==> src/rtl/arbitro_memoria_obstaculos_pkg.sv <==
// arbitro_memoria_obstaculos_pkg: shared map parameters and arbiter FSM encodings
package arbitro_memoria_obstaculos_pkg;
  localparam int ADDR_WIDTH_DEF = 8;
  localparam int NUM_REQ_DEF = 4;
  typedef enum logic {OCIOSO = 1'b0, LIMPANDO = 1'b1} estado_t;
endpackage

==> src/rtl/arbitro_memoria_obstaculos_round_robin.sv <==
// arbitro_round_robin: one-hot round-robin grant, search starts after the last winner
module arbitro_round_robin #(
  parameter int NUM_REQ = 4,
  localparam int PW = $clog2(NUM_REQ)
) (
  input  logic               clk,
  input  logic               rst_n,
  input  logic [NUM_REQ-1:0] req,
  input  logic               enable,
  output logic [NUM_REQ-1:0] gnt,
  output logic [PW-1:0]      idx
);
  logic [PW-1:0] ptr, cand;
  logic [NUM_REQ-1:0] sel;
  logic found;
  always_comb begin
    sel = '0;
    idx = '0;
    cand = '0;
    found = 1'b0;
    for (int k = 1; k <= NUM_REQ; k++) begin
      cand = PW'((int'(ptr) + k) % NUM_REQ);
      if (!found && req[cand]) begin
        found = 1'b1;
        sel[cand] = 1'b1;
        idx = cand;
      end
    end
  end
  // idx reports the candidate even when disabled so the top can run its hazard compare
  assign gnt = enable ? sel : '0;
  always_ff @(posedge clk or negedge rst_n)
    if (!rst_n) ptr <= PW'(NUM_REQ - 1);
    else if (|gnt) ptr <= idx;
endmodule

==> src/rtl/arbitro_memoria_obstaculos.sv <==
// arbitro_memoria_obstaculos: shares obstacle map RAM ports among readers, a writer and a clear sweep
module arbitro_memoria_obstaculos
  import arbitro_memoria_obstaculos_pkg::*;
#(
  parameter int ADDR_WIDTH = ADDR_WIDTH_DEF,
  parameter int NUM_REQ = NUM_REQ_DEF
) (
  input  logic                          clk,
  input  logic                          rst_n,
  input  logic [NUM_REQ-1:0]            rd_req_in,
  input  logic [NUM_REQ*ADDR_WIDTH-1:0] rd_addr_in,
  output logic [NUM_REQ-1:0]            rd_gnt_out,
  output logic [NUM_REQ-1:0]            rd_valid_out,
  output logic                          rd_data_out,
  input  logic                          wr_req_in,
  input  logic [ADDR_WIDTH-1:0]         wr_addr_in,
  input  logic                          wr_data_in,
  output logic                          wr_ack_out,
  input  logic                          clear_start_in,
  output logic                          busy_out,
  output logic                          mem_rd_enable_out,
  output logic [ADDR_WIDTH-1:0]         mem_rd_addr_out,
  input  logic                          mem_rd_data_in,
  output logic                          mem_wr_enable_out,
  output logic [ADDR_WIDTH-1:0]         mem_wr_addr_out,
  output logic                          mem_wr_data_out
);
  estado_t estado, prox;
  logic [ADDR_WIDTH-1:0] contador, rd_addr_sel;
  logic [$clog2(NUM_REQ)-1:0] idx;
  logic ocioso, limpando, risco;
  assign ocioso = rst_n && estado == OCIOSO;
  assign limpando = rst_n && estado == LIMPANDO;
  assign wr_ack_out = ocioso && wr_req_in;
  assign rd_addr_sel = rd_addr_in[int'(idx)*ADDR_WIDTH +: ADDR_WIDTH];
  // RAM read-during-write returns the old bit, so a colliding read waits one cycle
  assign risco = wr_ack_out && rd_addr_sel == wr_addr_in;
  arbitro_round_robin #(.NUM_REQ(NUM_REQ)) u_rr (
    .clk(clk),
    .rst_n(rst_n),
    .req(rd_req_in),
    .enable(ocioso && !risco),
    .gnt(rd_gnt_out),
    .idx(idx)
  );
  assign mem_rd_enable_out = |rd_gnt_out;
  assign mem_rd_addr_out = mem_rd_enable_out ? rd_addr_sel : '0;
  assign rd_data_out = mem_rd_data_in;
  assign mem_wr_enable_out = wr_ack_out || limpando;
  assign mem_wr_addr_out = limpando ? contador : wr_ack_out ? wr_addr_in : '0;
  assign mem_wr_data_out = wr_ack_out && wr_data_in;
  assign busy_out = estado == LIMPANDO;
  always_comb
    prox = estado == OCIOSO ? (clear_start_in ? LIMPANDO : OCIOSO)
                            : (&contador ? OCIOSO : LIMPANDO);
  always_ff @(posedge clk or negedge rst_n)
    if (!rst_n) begin
      estado <= OCIOSO;
      contador <= '0;
      rd_valid_out <= '0;
    end else begin
      estado <= prox;
      contador <= estado == LIMPANDO ? contador + 1'b1 : '0;
      rd_valid_out <= rd_gnt_out;
    end
endmodule

==> config.mk <==
export PLATFORM = sky130hd
export DESIGN_NAME = arbitro_memoria_obstaculos
export DESIGN_NICKNAME = d
export VERILOG_FILES = /design/src/rtl/arbitro_memoria_obstaculos_pkg.sv /design/src/rtl/arbitro_memoria_obstaculos_round_robin.sv /design/src/rtl/arbitro_memoria_obstaculos.sv
export SDC_FILE = /design/constraint.sdc
export NUM_CORES = 1
export LEC_CHECK = 0
export ABC_AREA = 0
export ABC_CLOCK_PERIOD_IN_PS = 15100
export CAP_MARGIN = 10
export CORE_UTILIZATION = 35
export CTS_CLUSTER_SIZE = 25
export DETAILED_ROUTE_END_ITERATION = 16
export PLACE_DENSITY = 0.66
export SYNTH_ARGS = -nofsm -noshare
export SYNTH_HDL_FRONTEND = slang
export SYNTH_SLANG_ARGS = --single-unit
==> constraint.sdc <==
create_clock -name clk -period 15.1 [get_ports clk]
set_clock_uncertainty 0.15 [all_clocks]
set_input_delay 3.02 -clock clk [delete_from_list [all_inputs] [get_ports clk]]
set_output_delay 3.02 -clock clk [all_outputs]
set_load 0.03 [all_outputs]
==> reports/metrics.yaml, run 1 <==
die:
  io_pins: 80
  start_util_pct: 37.37
  coreArea_mm2: 0.005675
  die_w_um: 79.84
  num_rows: 27
  dieArea_mm2: 0.006374
  die_y_um: 79.84
final_layout:
  fillers: 550
  drive_gt1_share_pct: 9.934
  fin_util_pct: 51.15
  syn_to_final_growth_pct: 36.87
  diodes: 0
  fin_area_mm2: 0.002903
  fin_nets: 360
drt:
  totalWireLength_um: 5626
  first_pass_iters: 4
  wl_per_cell_um: 15.04
  vias: 2083
  drcViolationCount: 0
  ant_nets: 0
  routed_via_density: 5.570
  drtIter0Drc: 120
power_and_ir_drop:
  p_seq_share_pct: 23.2
  clockPowerShare_pct: 11.1
  switching_share_pct: 44.04
  p_leak_uw: 0.001183
  power_switching_uw: 128.4
  max-vdd-ir-drop_mv: 0.05318
  pwr-share-comb_pct: 65.7
  power_density_mw_per_mm2: 100.5
  internal_power_uw: 163.2
place:
  place.gp.congestion: 0.8146
  dp_slack_ns: 4.625
  hpwl_um: 4370
  port-buffer-count: 77
  post_dp_cell_area_mm2: 0.002856
clock_network:
  cts_tree: "yes"
  cts_buffers: 3
  cts.clk_slew.worst_paths_ns: 0.06
  root_buffer: "clkbuf_8"
  cts_setup_buffers: 0
  ctsHoldBuffers: 0
  htree_levels: 1
  cts_buffer_depth: 2
  clock-sinks: 15
  worstSkewPairLatency_ns: 0.25
  cts_resized: 0
logic_synthesis:
  ys_seq_area_share_pct: 17.82
  synth_area_mm2: 0.002121
  syn_inst: 240
  ys_warn_count: 0
  async_reset_ff_share_pct: 100.0
  syn_avg_cell_area_um2: 8.837
  ys.flop_type: "dfrtp_1"
  synth_edf_count: 0
  ys_ff_latch: 15
  synth_cell_types: 60
  synth.net_count: 297
setup_path:
  crit_path_start_kind: "primary input"
  worst-setup-path-type: "in2out"
  cp.required_ns: 11.93
  r2r_end: "u_rr.ptr[0]"
  cp_slowest_stage_delay_ns: 0.72
  path_delay_family: "compound AO/OA/AOI/OAI gates"
  arrival_ns: 7.33
  path_buf_inv: 2
  reg2reg_slack_ns: 10.00
  rr_startpoint: "u_rr.ptr[0]"
  endpoint_kind: "primary output"
  reg2regPathDepth: 11
  cp_cell_sequence: "clkdlybuf4s50_1, mux4_1, nor2b_4, nor2_4, a21o_1, mux2i_1, nor3b_1, a21o_1, o2111ai_1, o31ai_4, a211oi_1, clkdlybuf4s50_1"
  crit_fanout: 14
  crit_slowest_cell: "clkdlybuf4s50_1"
global_routing:
  grt.overflow.total: 0
  antenna_found_initial: 0
  grt_pass1_vias: 1869
  grt_pass1_wl_um: 9025
  grtUsageTotal_pct: 17.80
  grt_max_degree: 28
min_path:
  min_from: "contador[0]"
  worst_hold_path.endpoint: "contador[0]"
  hold_class: "reg2reg"
  min_path_cells: 1
flow_run:
  max_cap_viol_count: 0
status:
  status: "complete, no violations"
sta:
  max_freq_ghz: 0.09528
  drv_slew: 0
  setup_tns_ns: 0
  slew_headroom_pct: 33.97
  period_needed_ns: 10.50
  period_share_pct: 69.51
  worst_pin_slew_ns: 0.9874
  finalSetupViolCount: 0
  rsz0062_at_grt: "false"
  whs_ns: 0.3457
  setup_ws_ns: 4.604
  hold_viol: 0
==> flip-flops by register name (all words and copies together), names as in the netlist <==
name,count
rd_valid_out,4
contador,8
u_rr.ptr,2
busy_out,1
==> cell usage after synthesis, types with 3 or more instances <==
cell type  count  share of area (%)
dfrtp_1       13                 15
nor2_1        13                2.3
buf_4          3                1.1
nand2_1        5               0.89
and3_1         4                1.2
o21ai_0        5                1.2
buf_2          4               0.94
and2_1         9                2.7
a211oi_1       3                1.1
a21oi_1        9                2.1
nand2b_1       3               0.89
mux2i_1       20                9.4
mux2_2         7                3.7
a221oi_1       5                2.1
ha_1           7                4.1
nor2b_1       13                3.8
nor3_1         6                1.4
nand3_1        7                1.7
a22oi_1       13                4.6
o22ai_1        5                1.5
mux4_2         3                3.2
xnor2_1        8                3.3
clkbuf_1       7                1.2
xor2_1         7                2.9
buf_6          5                2.7
and3b_1        3                1.2
inv_1          9                1.6
==> cell families (layout without fill, tap and decap cells) <==
logic type	after synthesis	in the layout	share of synthesized area [%]
AND/OR/NAND/NOR	77	77	21.71
flip-flops	15	15	17.82
multiplexers	32	32	18.29
AO/OA/AOI/OAI	64	64	23.42
buffers and inverters	29	91	7.669
adder cells (fa/ha/maj)	7	7	4.130
XOR/XNOR	16	16	6.962
==> power by group through the flow <==
| stage | clock network (µW) | logic [µW] | registers, µW |
|---|---|---|---|
| after floorplan | 0 | 158 | 60.1 |
| after global placement | 0 | 188 | 68.2 |
| after detailed placement | 0 | 191 | 67.9 |
| after CTS | 33.6 | 192 | 67.5 |
| after global routing | 35.5 | 209 | 69.6 |
| final | 32.3 | 192 | 67.6 |
==> final cells by class <==
class | count | area, µm² | share of cell area, %
Multi-Input combinational cell | 196 | 1580 | 54.44
Clock inverter | 1 | 5.005 | 0.1724
Clock buffer | 3 | 41.29 | 1.422
Inverter | 10 | 37.54 | 1.293
Timing Repair Buffer | 77 | 770.7 | 26.55
Tap cell | 72 | 90.09 | 3.103
Sequential cell | 15 | 377.9 | 13.02
==> worst max path at each step <==
stage	start	endpoint	slack (ns)	cells past startpoint
after floorplan	rd_req_in[0]	mem_rd_addr_out[1]	5.90	11
after global placement	rd_req_in[2]	mem_rd_addr_out[1]	4.72	12
after detailed placement	rd_req_in[2]	rd_gnt_out[3]	4.62	12
after CTS	rd_req_in[2]	rd_gnt_out[3]	4.61	12
after global routing	rd_req_in[2]	mem_rd_addr_out[1]	4.29	12
final	rd_req_in[2]	mem_rd_addr_out[1]	4.60	12
==> metal layers <==
layer / GRT usage (%) / share of wire (%) / vias up / wire, µm
met5: 0 / 0 / - / 0
met1: 24.79 / 47 / 962 / 2642
met2: 28.46 / 45 / 90 / 2551
met4: 3.214 / 0.73 / 0 / 41
met3: 3.543 / 6.9 / 4 / 391
li1: - / - / 1027 / -
==> worst reg2reg max path, cell delays in order (launching register included) <==
cell and delay [ns]:
dfstp_2 0.87, inv_1 0.30, ha_1 0.59, mux4_2 0.70, nor2_4 0.31, a21o_1 0.56, mux2i_1 0.15, mux2i_1 0.28
xnor2_1 0.17, o2111ai_1 0.22, o31ai_4 0.46, mux2i_1 0.26
==> layout by cell type (no fill, tap or decap), drive strengths merged, types with 3 or more instances in the layout <==
master	n
xnor2	9
mux2i	20
nand3	8
mux2	8
and2	9
dfrtp	13
nor2	14
nor3	7
o221ai	3
o22ai	5
a22oi	13
a211oi	5
o21ai	7
nand2	6
and3b	3
a221oi	5
inv	10
nor2b	14
clkdlybuf4s50	77
and3	4
nand2b	3
clkbuf	3
mux4	4
ha	7
xor2	7
a21oi	9
==> metrics by stage <==
step,std cells,power (µW)
floorplan,240,218.5
global placement,370,256.4
detailed placement,370,259.3
CTS,374,292.6
global route,374,314.5
finish,374,291.7
(Power assumes the default switching activity.)
==> inputs of run 2 (changes only) <==
--- a/config.mk
+++ b/config.mk
@@ -6,12 +6,12 @@
 export NUM_CORES = 1
 export LEC_CHECK = 0
 export ABC_AREA = 0
-export ABC_CLOCK_PERIOD_IN_PS = 15100
+export ABC_CLOCK_PERIOD_IN_PS = 9000
 export CAP_MARGIN = 10
 export CORE_UTILIZATION = 35
 export CTS_CLUSTER_SIZE = 25
 export DETAILED_ROUTE_END_ITERATION = 16
-export PLACE_DENSITY = 0.66
+export PLACE_DENSITY = 0.68
 export SYNTH_ARGS = -nofsm -noshare
 export SYNTH_HDL_FRONTEND = slang
 export SYNTH_SLANG_ARGS = --single-unit
==> constraint.sdc (replaced) <==
create_clock -name clk -period 9 [get_ports clk]
set_clock_uncertainty 0.15 [all_clocks]
set_input_delay 1.8 -clock clk [delete_from_list [all_inputs] [get_ports clk]]
set_output_delay 1.8 -clock clk [all_outputs]
set_load 0.03 [all_outputs]
==> run 2 against run 1 <==
Against the previous run: sequential share of layout area unchanged; clock-buffer cell count unchanged; critical path depth unchanged; cell area unchanged; global-route usage increased by 0.73 points; highest routed layer unchanged; via count increased by 0.43%; routed wire length increased by 0.20%; sequential cell count unchanged.
==> reports/metrics.yaml, run 2 (same netlist as run 1, synthesis figures left out) <==
global_routing:
  grt_pass1_wl_um: 9377
  antenna_found_initial: 0
  grt_max_degree: 28
  grt.overflow.total: 0
  grtUsageTotal_pct: 18.53
  grt_pass1_vias: 2070
place:
  hpwl_um: 4377
  port-buffer-count: 77
  place.gp.congestion: 0.8646
min_path:
  min_from: "contador[0]"
  min_path_cells: 1
  hold_class: "reg2reg"
  worst_hold_path.endpoint: "contador[0]"
clock_network:
  cts_buffer_depth: 2
  clock-sinks: 15
  worstSkewPairLatency_ns: 0.25
  cts_tree: "yes"
  cts_resized: 0
  ctsHoldBuffers: 0
  htree_levels: 1
  root_buffer: "clkbuf_8"
  cts_setup_buffers: 0
  cts.clk_slew.worst_paths_ns: 0.06
  cts_buffers: 3
setup_path:
  endpoint_kind: "primary output"
  cp_cell_sequence: "clkdlybuf4s50_1, mux4_1, nor2b_4, nor2_4, a21o_1, mux2i_1, nor3b_1, a21o_1, o2111ai_1, o31ai_4, a211oi_1, clkdlybuf4s50_1"
  crit_path_start_kind: "primary input"
  reg2reg_slack_ns: 3.90
  rr_startpoint: "u_rr.ptr[0]"
  setup.worst_path.start: "rd_req_in[2]"
  crit_slowest_cell: "clkdlybuf4s50_1"
  arrival_ns: 6.18
  crit_fanout: 14
  cp.required_ns: 7.05
  worst-setup-path-type: "in2out"
  r2r_end: "u_rr.ptr[0]"
  cp_slowest_stage_delay_ns: 0.73
  reg2regPathDepth: 11
sta:
  period_needed_ns: 8.132
  finalSetupViolCount: 0
  drv_slew: 0
  max_freq_ghz: 0.1230
  rsz0062_at_grt: "false"
  period_share_pct: 90.36
  whs_ns: 0.3501
  slew_headroom_pct: 36.88
  worst_pin_slew_ns: 0.9438
  hold_viol: 0
  setup_tns_ns: 0
die:
  die_w_um: 79.84
  dieArea_mm2: 0.006374
  coreArea_mm2: 0.005675
  num_rows: 27
  die_y_um: 79.84
  io_pins: 80
  start_util_pct: 37.37
power_and_ir_drop:
  max-vdd-ir-drop_mv: 0.06628
  p_leak_uw: 0.001183
  power_density_mw_per_mm2: 168.8
final_layout:
  reg_top3: "contador x8, rd_valid_out x4, u_rr.ptr x2"
  largest_reg_flops: 8
  top_register: "contador"
  layout_common_cells: "clkdlybuf4s50_1, mux2i_1"
  syn_to_final_growth_pct: 36.87
  diodes: 0
  drive_gt1_share_pct: 9.934
  layout_commonest_cell: "clkdlybuf4s50_1"
  fin_nets: 360
drt:
  first_pass_iters: 4
  routed_via_density: 5.594
  wl_per_cell_um: 15.07
  vias: 2092
  totalWireLength_um: 5637
  ant_nets: 0
  drcViolationCount: 0
  drtIter0Drc: 125
status:
  status: "complete, no violations"
flow_run:
  max_cap_viol_count: 0
==> run 2: stage by stage <==
| stage | instances | setup slack [ns] | power [µW] | utilization (%) | instance area, µm² |
|---|---|---|---|---|---|
| final | 374 | 0.8677 | 489.9 | 51.15 | 2903 |
| after global routing | 374 | 0.5617 | 530.0 | 51.15 | 2903 |
| after CTS | 374 | 0.9112 | 490.7 | 51.15 | 2903 |
| after detailed placement | 370 | 0.9444 | 434.2 | 50.33 | 2856 |
| after global placement | 370 | 1.032 | 433.3 | 50.33 | 2856 |
| after floorplan | 240 | 2.240 | 366.6 | - | 2121 |
==> run 2: critical path, delay by kind of cell <==
kind / cells / cell delay [ns]
AOI/OAI and AO/OA: 5 / 1.57
buffers and inverters: 2 / 1.35
muxes: 2 / 0.96
and+or+nand+nor: 3 / 0.50
==> run 2: where the power goes <==
part           leakage [µW]  switching [µW]  internal (µW)  total, µW
logic              0.000975             164            158        322
clock network     0.0000255            23.4           30.6       54.1
registers          0.000183            28.6           85.4        114
==> run 2: routing by layer <==
metal,share of wire (%),vias up,routed length (µm),GRT usage (%)
met5,0,-,0,0
met4,0.43,0,24,3.036
met3,6.2,2,352,4.229
met2,47,72,2630,30.94
met1,47,988,2630,24.57
li1,-,1030,-,-
==> run 2: cell type report <==
| type | instances | area, µm² |
|---|---|---|
| Clock buffer | 3 | 41.29 |
| Timing Repair Buffer | 77 | 770.7 |
| Tap cell | 72 | 90.09 |
| Fill cell | 546 | 2773 |
| Clock inverter | 1 | 5.005 |
| Multi-Input combinational cell | 196 | 1580 |
| Sequential cell | 15 | 377.9 |
| Inverter | 10 | 37.54 |
==> run 2: how the worst max path moves through the flow <==
| stage | endpoint | slack [ns] | cells past startpoint |
|---|---|---|---|
| 5_1_grt | mem_rd_addr_out[4] | 0.56 | 12 |
| 3_3_place_gp | rd_gnt_out[1] | 1.03 | 12 |
| 2_1_floorplan | mem_rd_addr_out[1] | 2.24 | 11 |
| 6_report | mem_rd_addr_out[1] | 0.87 | 12 |
| 3_5_place_dp | rd_gnt_out[1] | 0.94 | 12 |
| 4_1_cts | mem_rd_addr_out[1] | 0.91 | 12 |
